[config.mk]
export PLATFORM = sky130hd
export DESIGN_NAME = fpu_mul_pipe
export DESIGN_NICKNAME = d
export VERILOG_FILES = /design/src/rtl/fpu_mul_pipe.sv
export SDC_FILE = /design/constraint.sdc
export NUM_CORES = 2
export LEC_CHECK = 0
export CAP_MARGIN = 25
export CORE_ASPECT_RATIO = 0.8
export CORE_MARGIN = 2
export CORE_UTILIZATION = 61
export DETAILED_ROUTE_END_ITERATION = 16
export DONT_BUFFER_PORTS = 1
export GPL_ROUTABILITY_DRIVEN = 0
export PLACE_DENSITY = 0.85
export SYNTH_ARGS = -nofsm -noshare
export SYNTH_HDL_FRONTEND = slang
export SYNTH_SLANG_ARGS = --single-unit
[constraint.sdc]
create_clock -name i_clk -period 17.8 [get_ports i_clk]
set_input_delay 2.67 -clock i_clk [delete_from_list [all_inputs] [get_ports i_clk]]
set_output_delay 2.67 -clock i_clk [all_outputs]
set_load 0.05 [all_outputs]
[src/rtl/fpu_mul_pipe.sv]
// Three-stage IEEE-754 multiplier (flush-to-zero, RNE) with valid/ready backpressure.
// Feeds FFT butterfly adders from the twiddle/sample registers.
module fpu_mul_pipe #(
    parameter int EXP_W = 8,
    parameter int MAN_W = 23,
    localparam int SIZE_DATA = 1 + EXP_W + MAN_W
) (
    input  logic                 i_clk,
    input  logic                 i_rst_n,
    input  logic                 i_valid,
    output logic                 o_ready,
    input  logic [SIZE_DATA-1:0] i_32_a,
    input  logic [SIZE_DATA-1:0] i_32_b,
    output logic                 o_valid,
    input  logic                 i_ready,
    output logic [SIZE_DATA-1:0] o_32_mul,
    output logic [3:0]           o_flags
);

    localparam int EXW = EXP_W + 2;
    localparam int PW  = 2 * MAN_W + 2;
    localparam logic signed [EXW-1:0] C_BIAS = EXW'((1 << (EXP_W - 1)) - 1);
    localparam logic signed [EXW-1:0] C_EMAX = EXW'((1 << EXP_W) - 1);
    localparam logic signed [EXW-1:0] C_ZERO = '0;
    localparam logic [SIZE_DATA-1:0] C_QNAN = {1'b0, {EXP_W{1'b1}}, 1'b1, {(MAN_W - 1){1'b0}}};

    // Rounded significand; it wraps to zero when the hidden bit carries out.
    function automatic logic [MAN_W:0] f_rne(input logic [MAN_W:0] kept,
                                             input logic guard, input logic sticky);
        logic inc;
        inc = guard & (sticky | kept[0]);
        return kept + {{MAN_W{1'b0}}, inc};
    endfunction

    // Returns {flags, packed result}, applying overflow-to-Inf and flush-to-zero.
    function automatic logic [SIZE_DATA+3:0] f_pack(input logic sign,
                                                    input logic signed [EXW-1:0] e,
                                                    input logic [MAN_W-1:0] frac,
                                                    input logic inexact);
        if (e >= C_EMAX)
            return {4'b0101, sign, {EXP_W{1'b1}}, {MAN_W{1'b0}}};
        else if (e <= C_ZERO)
            return {4'b0011, sign, {(EXP_W + MAN_W){1'b0}}};
        else
            return {3'b000, inexact, sign, e[EXP_W-1:0], frac};
    endfunction

    logic w_stall;
    logic w_adv;
    assign w_stall = o_valid & ~i_ready;
    assign w_adv   = ~w_stall;
    assign o_ready = w_adv;

    logic             w_a_sign, w_b_sign;
    logic [EXP_W-1:0] w_a_exp,  w_b_exp;
    logic [MAN_W-1:0] w_a_frac, w_b_frac;
    logic w_a_zero, w_a_inf, w_a_nan, w_a_snan;
    logic w_b_zero, w_b_inf, w_b_nan, w_b_snan;
    logic                  w_sign;
    logic signed [EXW-1:0] w_exp_sum;
    logic                  w_spec;
    logic [SIZE_DATA-1:0]  w_spec_res;
    logic [3:0]            w_spec_flg;

    assign w_a_sign = i_32_a[SIZE_DATA-1];
    assign w_b_sign = i_32_b[SIZE_DATA-1];
    assign w_a_exp  = i_32_a[SIZE_DATA-2 -: EXP_W];
    assign w_b_exp  = i_32_b[SIZE_DATA-2 -: EXP_W];
    assign w_a_frac = i_32_a[MAN_W-1:0];
    assign w_b_frac = i_32_b[MAN_W-1:0];

    // Subnormal inputs fall into the zero class silently.
    assign w_a_zero = (w_a_exp == '0);
    assign w_b_zero = (w_b_exp == '0);
    assign w_a_inf  = (&w_a_exp) & ~(|w_a_frac);
    assign w_b_inf  = (&w_b_exp) & ~(|w_b_frac);
    assign w_a_nan  = (&w_a_exp) & (|w_a_frac);
    assign w_b_nan  = (&w_b_exp) & (|w_b_frac);
    assign w_a_snan = w_a_nan & ~w_a_frac[MAN_W-1];
    assign w_b_snan = w_b_nan & ~w_b_frac[MAN_W-1];

    assign w_sign    = w_a_sign ^ w_b_sign;
    assign w_exp_sum = $signed({2'b00, w_a_exp}) + $signed({2'b00, w_b_exp}) - C_BIAS;

    always_comb begin
        w_spec     = 1'b0;
        w_spec_res = '0;
        w_spec_flg = 4'b0000;
        if (w_a_nan | w_b_nan | (w_a_inf & w_b_zero) | (w_a_zero & w_b_inf)) begin
            w_spec        = 1'b1;
            w_spec_res    = C_QNAN;
            w_spec_flg[3] = (w_a_inf & w_b_zero) | (w_a_zero & w_b_inf) | w_a_snan | w_b_snan;
        end else if (w_a_inf | w_b_inf) begin
            w_spec     = 1'b1;
            w_spec_res = {w_sign, {EXP_W{1'b1}}, {MAN_W{1'b0}}};
        end else if (w_a_zero | w_b_zero) begin
            w_spec     = 1'b1;
            w_spec_res = {w_sign, {(EXP_W + MAN_W){1'b0}}};
        end
    end

    // ---- stage 1 register: unpacked operands, exponent sum, special select
    logic                  r_vld_p0;
    logic                  r_sign_p0;
    logic signed [EXW-1:0] r_exp_p0;
    logic [MAN_W:0]        r_ma_p0, r_mb_p0;
    logic                  r_spec_p0;
    logic [SIZE_DATA-1:0]  r_spec_res_p0;
    logic [3:0]            r_spec_flg_p0;

    always_ff @(posedge i_clk or negedge i_rst_n) begin
        if (!i_rst_n) begin
            r_vld_p0      <= 1'b0;
            r_sign_p0     <= 1'b0;
            r_exp_p0      <= '0;
            r_ma_p0       <= '0;
            r_mb_p0       <= '0;
            r_spec_p0     <= 1'b0;
            r_spec_res_p0 <= '0;
            r_spec_flg_p0 <= '0;
        end else if (w_adv) begin
            r_vld_p0 <= i_valid;
            if (i_valid) begin
                r_sign_p0     <= w_sign;
                r_exp_p0      <= w_exp_sum;
                r_ma_p0       <= {1'b1, w_a_frac};
                r_mb_p0       <= {1'b1, w_b_frac};
                r_spec_p0     <= w_spec;
                r_spec_res_p0 <= w_spec_res;
                r_spec_flg_p0 <= w_spec_flg;
            end
        end
    end

    // ---- stage 2 register: full-width significand product
    logic [PW-1:0] w_prod;
    assign w_prod = PW'(r_ma_p0) * PW'(r_mb_p0);

    logic                  r_vld_p1;
    logic                  r_sign_p1;
    logic signed [EXW-1:0] r_exp_p1;
    logic [PW-1:0]         r_prod_p1;
    logic                  r_spec_p1;
    logic [SIZE_DATA-1:0]  r_spec_res_p1;
    logic [3:0]            r_spec_flg_p1;

    always_ff @(posedge i_clk or negedge i_rst_n) begin
        if (!i_rst_n) begin
            r_vld_p1      <= 1'b0;
            r_sign_p1     <= 1'b0;
            r_exp_p1      <= '0;
            r_prod_p1     <= '0;
            r_spec_p1     <= 1'b0;
            r_spec_res_p1 <= '0;
            r_spec_flg_p1 <= '0;
        end else if (w_adv) begin
            r_vld_p1 <= r_vld_p0;
            if (r_vld_p0) begin
                r_sign_p1     <= r_sign_p0;
                r_exp_p1      <= r_exp_p0;
                r_prod_p1     <= w_prod;
                r_spec_p1     <= r_spec_p0;
                r_spec_res_p1 <= r_spec_res_p0;
                r_spec_flg_p1 <= r_spec_flg_p0;
            end
        end
    end

    // Product of two normalised significands lies in [1,4): at most one right shift.
    logic [PW-1:0]         w_norm;
    logic [MAN_W:0]        w_kept;
    logic                  w_guard, w_sticky;
    logic [MAN_W:0]        w_rnd;
    logic                  w_carry;
    logic signed [EXW-1:0] w_exp_fin;
    logic [SIZE_DATA+3:0]  w_pack;

    assign w_norm    = r_prod_p1[PW-1] ? r_prod_p1 : {r_prod_p1[PW-2:0], 1'b0};
    assign w_kept    = w_norm[PW-1 -: MAN_W+1];
    assign w_guard   = w_norm[MAN_W];
    assign w_sticky  = |w_norm[MAN_W-1:0];
    assign w_rnd     = f_rne(w_kept, w_guard, w_sticky);
    assign w_carry   = ~w_rnd[MAN_W];
    assign w_exp_fin = r_exp_p1
                     + $signed({{(EXW - 1){1'b0}}, r_prod_p1[PW-1]})
                     + $signed({{(EXW - 1){1'b0}}, w_carry});
    assign w_pack    = f_pack(r_sign_p1, w_exp_fin, w_rnd[MAN_W-1:0], w_guard | w_sticky);

    // ---- stage 3 register: packed result and flags
    always_ff @(posedge i_clk or negedge i_rst_n) begin
        if (!i_rst_n) begin
            o_valid  <= 1'b0;
            o_32_mul <= '0;
            o_flags  <= '0;
        end else if (w_adv) begin
            o_valid <= r_vld_p1;
            if (r_vld_p1) begin
                o_32_mul <= r_spec_p1 ? r_spec_res_p1 : w_pack[SIZE_DATA-1:0];
                o_flags  <= r_spec_p1 ? r_spec_flg_p1 : w_pack[SIZE_DATA+3:SIZE_DATA];
            end
        end
    end

endmodule

==> impl_metrics.toml <==
[grt]
grt.busiest_layer = "met2"
use_met1_pct = 40.31
use_met2_pct = 52.25
use_met3_pct = 8.325
gr-total-overflow = 0
grt_pass1_wl_mm = 114.1
grtUsageTotal_pct = 32.26
grt_max_degree = 167
grt_pass1_vias = 22120
antenna_found_initial = 2

[clock_tree]
tritoncts = "yes"
cts-buffers-inserted = 17
clk_latency_ps = 480
cts_hold_buf = 0
clock_path_buffers = 2
root_buffer = "clkbuf_16"
cts.sinks = 166
post-cts-setup-buffer-count = 0
htreeDepth = 4
path_clk_slew_ps = 80
post_cts_resized = 0

[route]
drc_errors = 0
via_per_inst = 6.083
vias = 20790
ant_nets = 0
finalWirelength_mm = 70.70
wl_per_cell_um = 20.68
dr.pass1.iters = 9
drt_first_iter_violations = 2083

[yosys]
synth_top_area_share_pct = 35.86
yosysWarningCount = 0
syn-num-nets = 3703
synth_edf_count = 0
netlist_area_um2 = 27020
synth.distinct_cells = 68
yosys.cell_count.top_type = "inv_1"
syn_area_per_cell_um2 = 9.132
synth.area.top_cells = "fa_1 36%, dfrtp_1 15%, ha_1 8.9%"
synth_top_area_cell = "fa_1"
synth_seq_cells = 166
ys.flop_type = "dfrtp_1"
yosys-top-cells-count = "559 x inv_1, 487 x nand2_1, 484 x fa_1, 300 x and2_1, 192 x ha_1"
ys_seq_area_share_pct = 15.37
synthCells = 2959
async_reset_ff_share_pct = 100.0

[worst_setup_path]
cp_max_fo = 25
crit_path_end_kind = "register"
critPathRequiredTime_ps = 18210
worst-setup-path-type = "reg -> reg"
startpoint_type = "register"
crit_arrival_ps = 8130

[die]
ios = 106
core_um2 = 43390
die_area_um2 = 46010
die_h_um = 192.3
row_count = 68
initial_core_util_pct = 62.28
die_x_um = 239.3

[timing]
max_freq_ghz = 0.1295
max-slew-margin-rel_pct = 22.11
hold_slack_ps = 475.4
setup_viol = 0
finClkSkew_ps = 14.26
tightest_slew_ps = 1168
grt_setup_unrepaired = "false"
min_period_over_period_pct = 43.37
min_period_ps = 7720
maxSlewViolCount = 0
hold_viol = 0
tns_ps = 0

[cells_and_area]
seq_area_um2 = 4155
num-fill-cells = 3196
multiInputGateArea_um2 = 20140
finalNonFillerCells = 3418
nNetsFinal = 3587
drive_gt1_share_pct = 4.797
utilization_pct = 64.73
area_growth_pct = 3.936

[place]
dp_hpwl_mm = 53.55
portBuffers = 0
place_inst = 3377

[worst_hold_path]
hold_path.class = "reg -> reg"

[run_status]
status = "finished clean"

[flow_run]
drv_cap = 0
[layout by cell type, fill, tap and decap left out, types with 3 or more instances in the layout]
master     instances
a211oi_1           8
a21boi_0           6
a21o_1            29
a21oi_1           60
a221o_1            7
a31oi_1            5
and2_1           300
and3_1            14
and4_1             3
buf_16             6
buf_4             18
bufinv_16          4
clkbuf_16         17
dfrtp_1          165
fa_1             484
ha_1             192
inv_1            559
inv_6              4
mux2_2            51
mux2i_1           16
nand2_1          484
nand2_2            3
nand2b_1           9
nand3_1           29
nand4_1           28
nor2_1            47
nor2b_1            6
nor3_1            18
nor4_1            23
o2111ai_1          3
o211ai_1           3
o21ai_0           63
o21ai_1           22
o21bai_1          11
o31ai_1            4
o31ai_2           15
or4_1              4
xnor2_1           50
xor2_1            36
[critical path: stages (launching register included)]
cell	delay (ps)
dfrtp_1	1030
nand2_1	180
fa_1	600
inv_1	50
fa_1	470
inv_1	60
fa_1	530
inv_1	50
fa_1	440
fa_1	480
fa_1	560
fa_1	450
ha_1	410
o21ai_0	160
a211oi_1	320
a22oi_1	170
o21ai_1	430
a41oi_1	330
o31ai_1	440
a221oi_1	160
xor2_1	170
o21ai_1	140
[sequential cells by signal, summed over array words and instances, names as in the netlist, 3 cells and up]
signal and cells:
r_spec_res_p0 3, r_exp_p1 10, r_mb_p0 23, o_flags 4, r_ma_p0 24, r_prod_p1 48, r_spec_res_p1 3, o_32_mul 32
r_exp_p0 10
[metal layers]
metal  up-vias  wire [um]  part of all wire, %
met5         -         39                0.055
met4         6       3654                  5.2
met3       287       7915                   11
met2      1237      33540                   47
met1     10450      25550                   36
li1       8810          -                    -
[worst paths after layout]
path | cells after the start | from | end | slack (ps)
max in group asynchronous | 0 | i_rst_n | r_prod_p1[47]$_DFFE_PN0P_ | 15540
hold reg to reg | 2 | r_prod_p1[14]$_DFFE_PN0P_ | r_prod_p1[14]$_DFFE_PN0P_ | 480
min in group asynchronous | 0 | i_rst_n | o_32_mul[10]$_DFFE_PN0P_ | 1890
hold / removal | 2 | r_prod_p1[14]$_DFFE_PN0P_ | r_prod_p1[14]$_DFFE_PN0P_ | 480
setup reg to reg | 21 | r_ma_p0[11]$_DFFE_PN0P_ | r_prod_p1[40]$_DFFE_PN0P_ | 10080
setup / recovery | 21 | r_ma_p0[11]$_DFFE_PN0P_ | r_prod_p1[40]$_DFFE_PN0P_ | 10080
[kinds of logic (layout without fill, tap and decap cells)]
logic type,Yosys count,in the layout,synth area share [%]
simple gates,978,978,17.58
flops,166,166,15.37
compound gates,266,266,6.663
fa+ha+maj,676,676,44.75
xor+xnor,86,86,2.787
mux,67,67,2.718
other cells,0,2,0
buf+inv,720,617,10.14
[metrics by stage]
step / setup WS (ps) / cell area (um^2)
global route: 9803 / 28080
global placement: 10420 / 27230
CTS: 10250 / 27910
floorplan: 11050 / 27020
finish: 10080 / 28090
detailed placement: 10290 / 27260
[area by class of cell]
| class | instances | share of cell area (%) |
|---|---|---|
| repair buffers | 26 | 1.176 |
| multi-input cells | 2073 | 71.72 |
| inverters | 559 | 7.471 |
| diodes | 2 | 0.01782 |
| flip-flops and latches | 166 | 14.79 |
| clock buffers | 19 | 1.577 |
| well taps | 560 | 2.495 |
| clock inverters | 13 | 0.7529 |
Power is left out: the tool's default activity adds up to more than one toggle a clock period on the data nets, which glitch-free logic cannot reach.
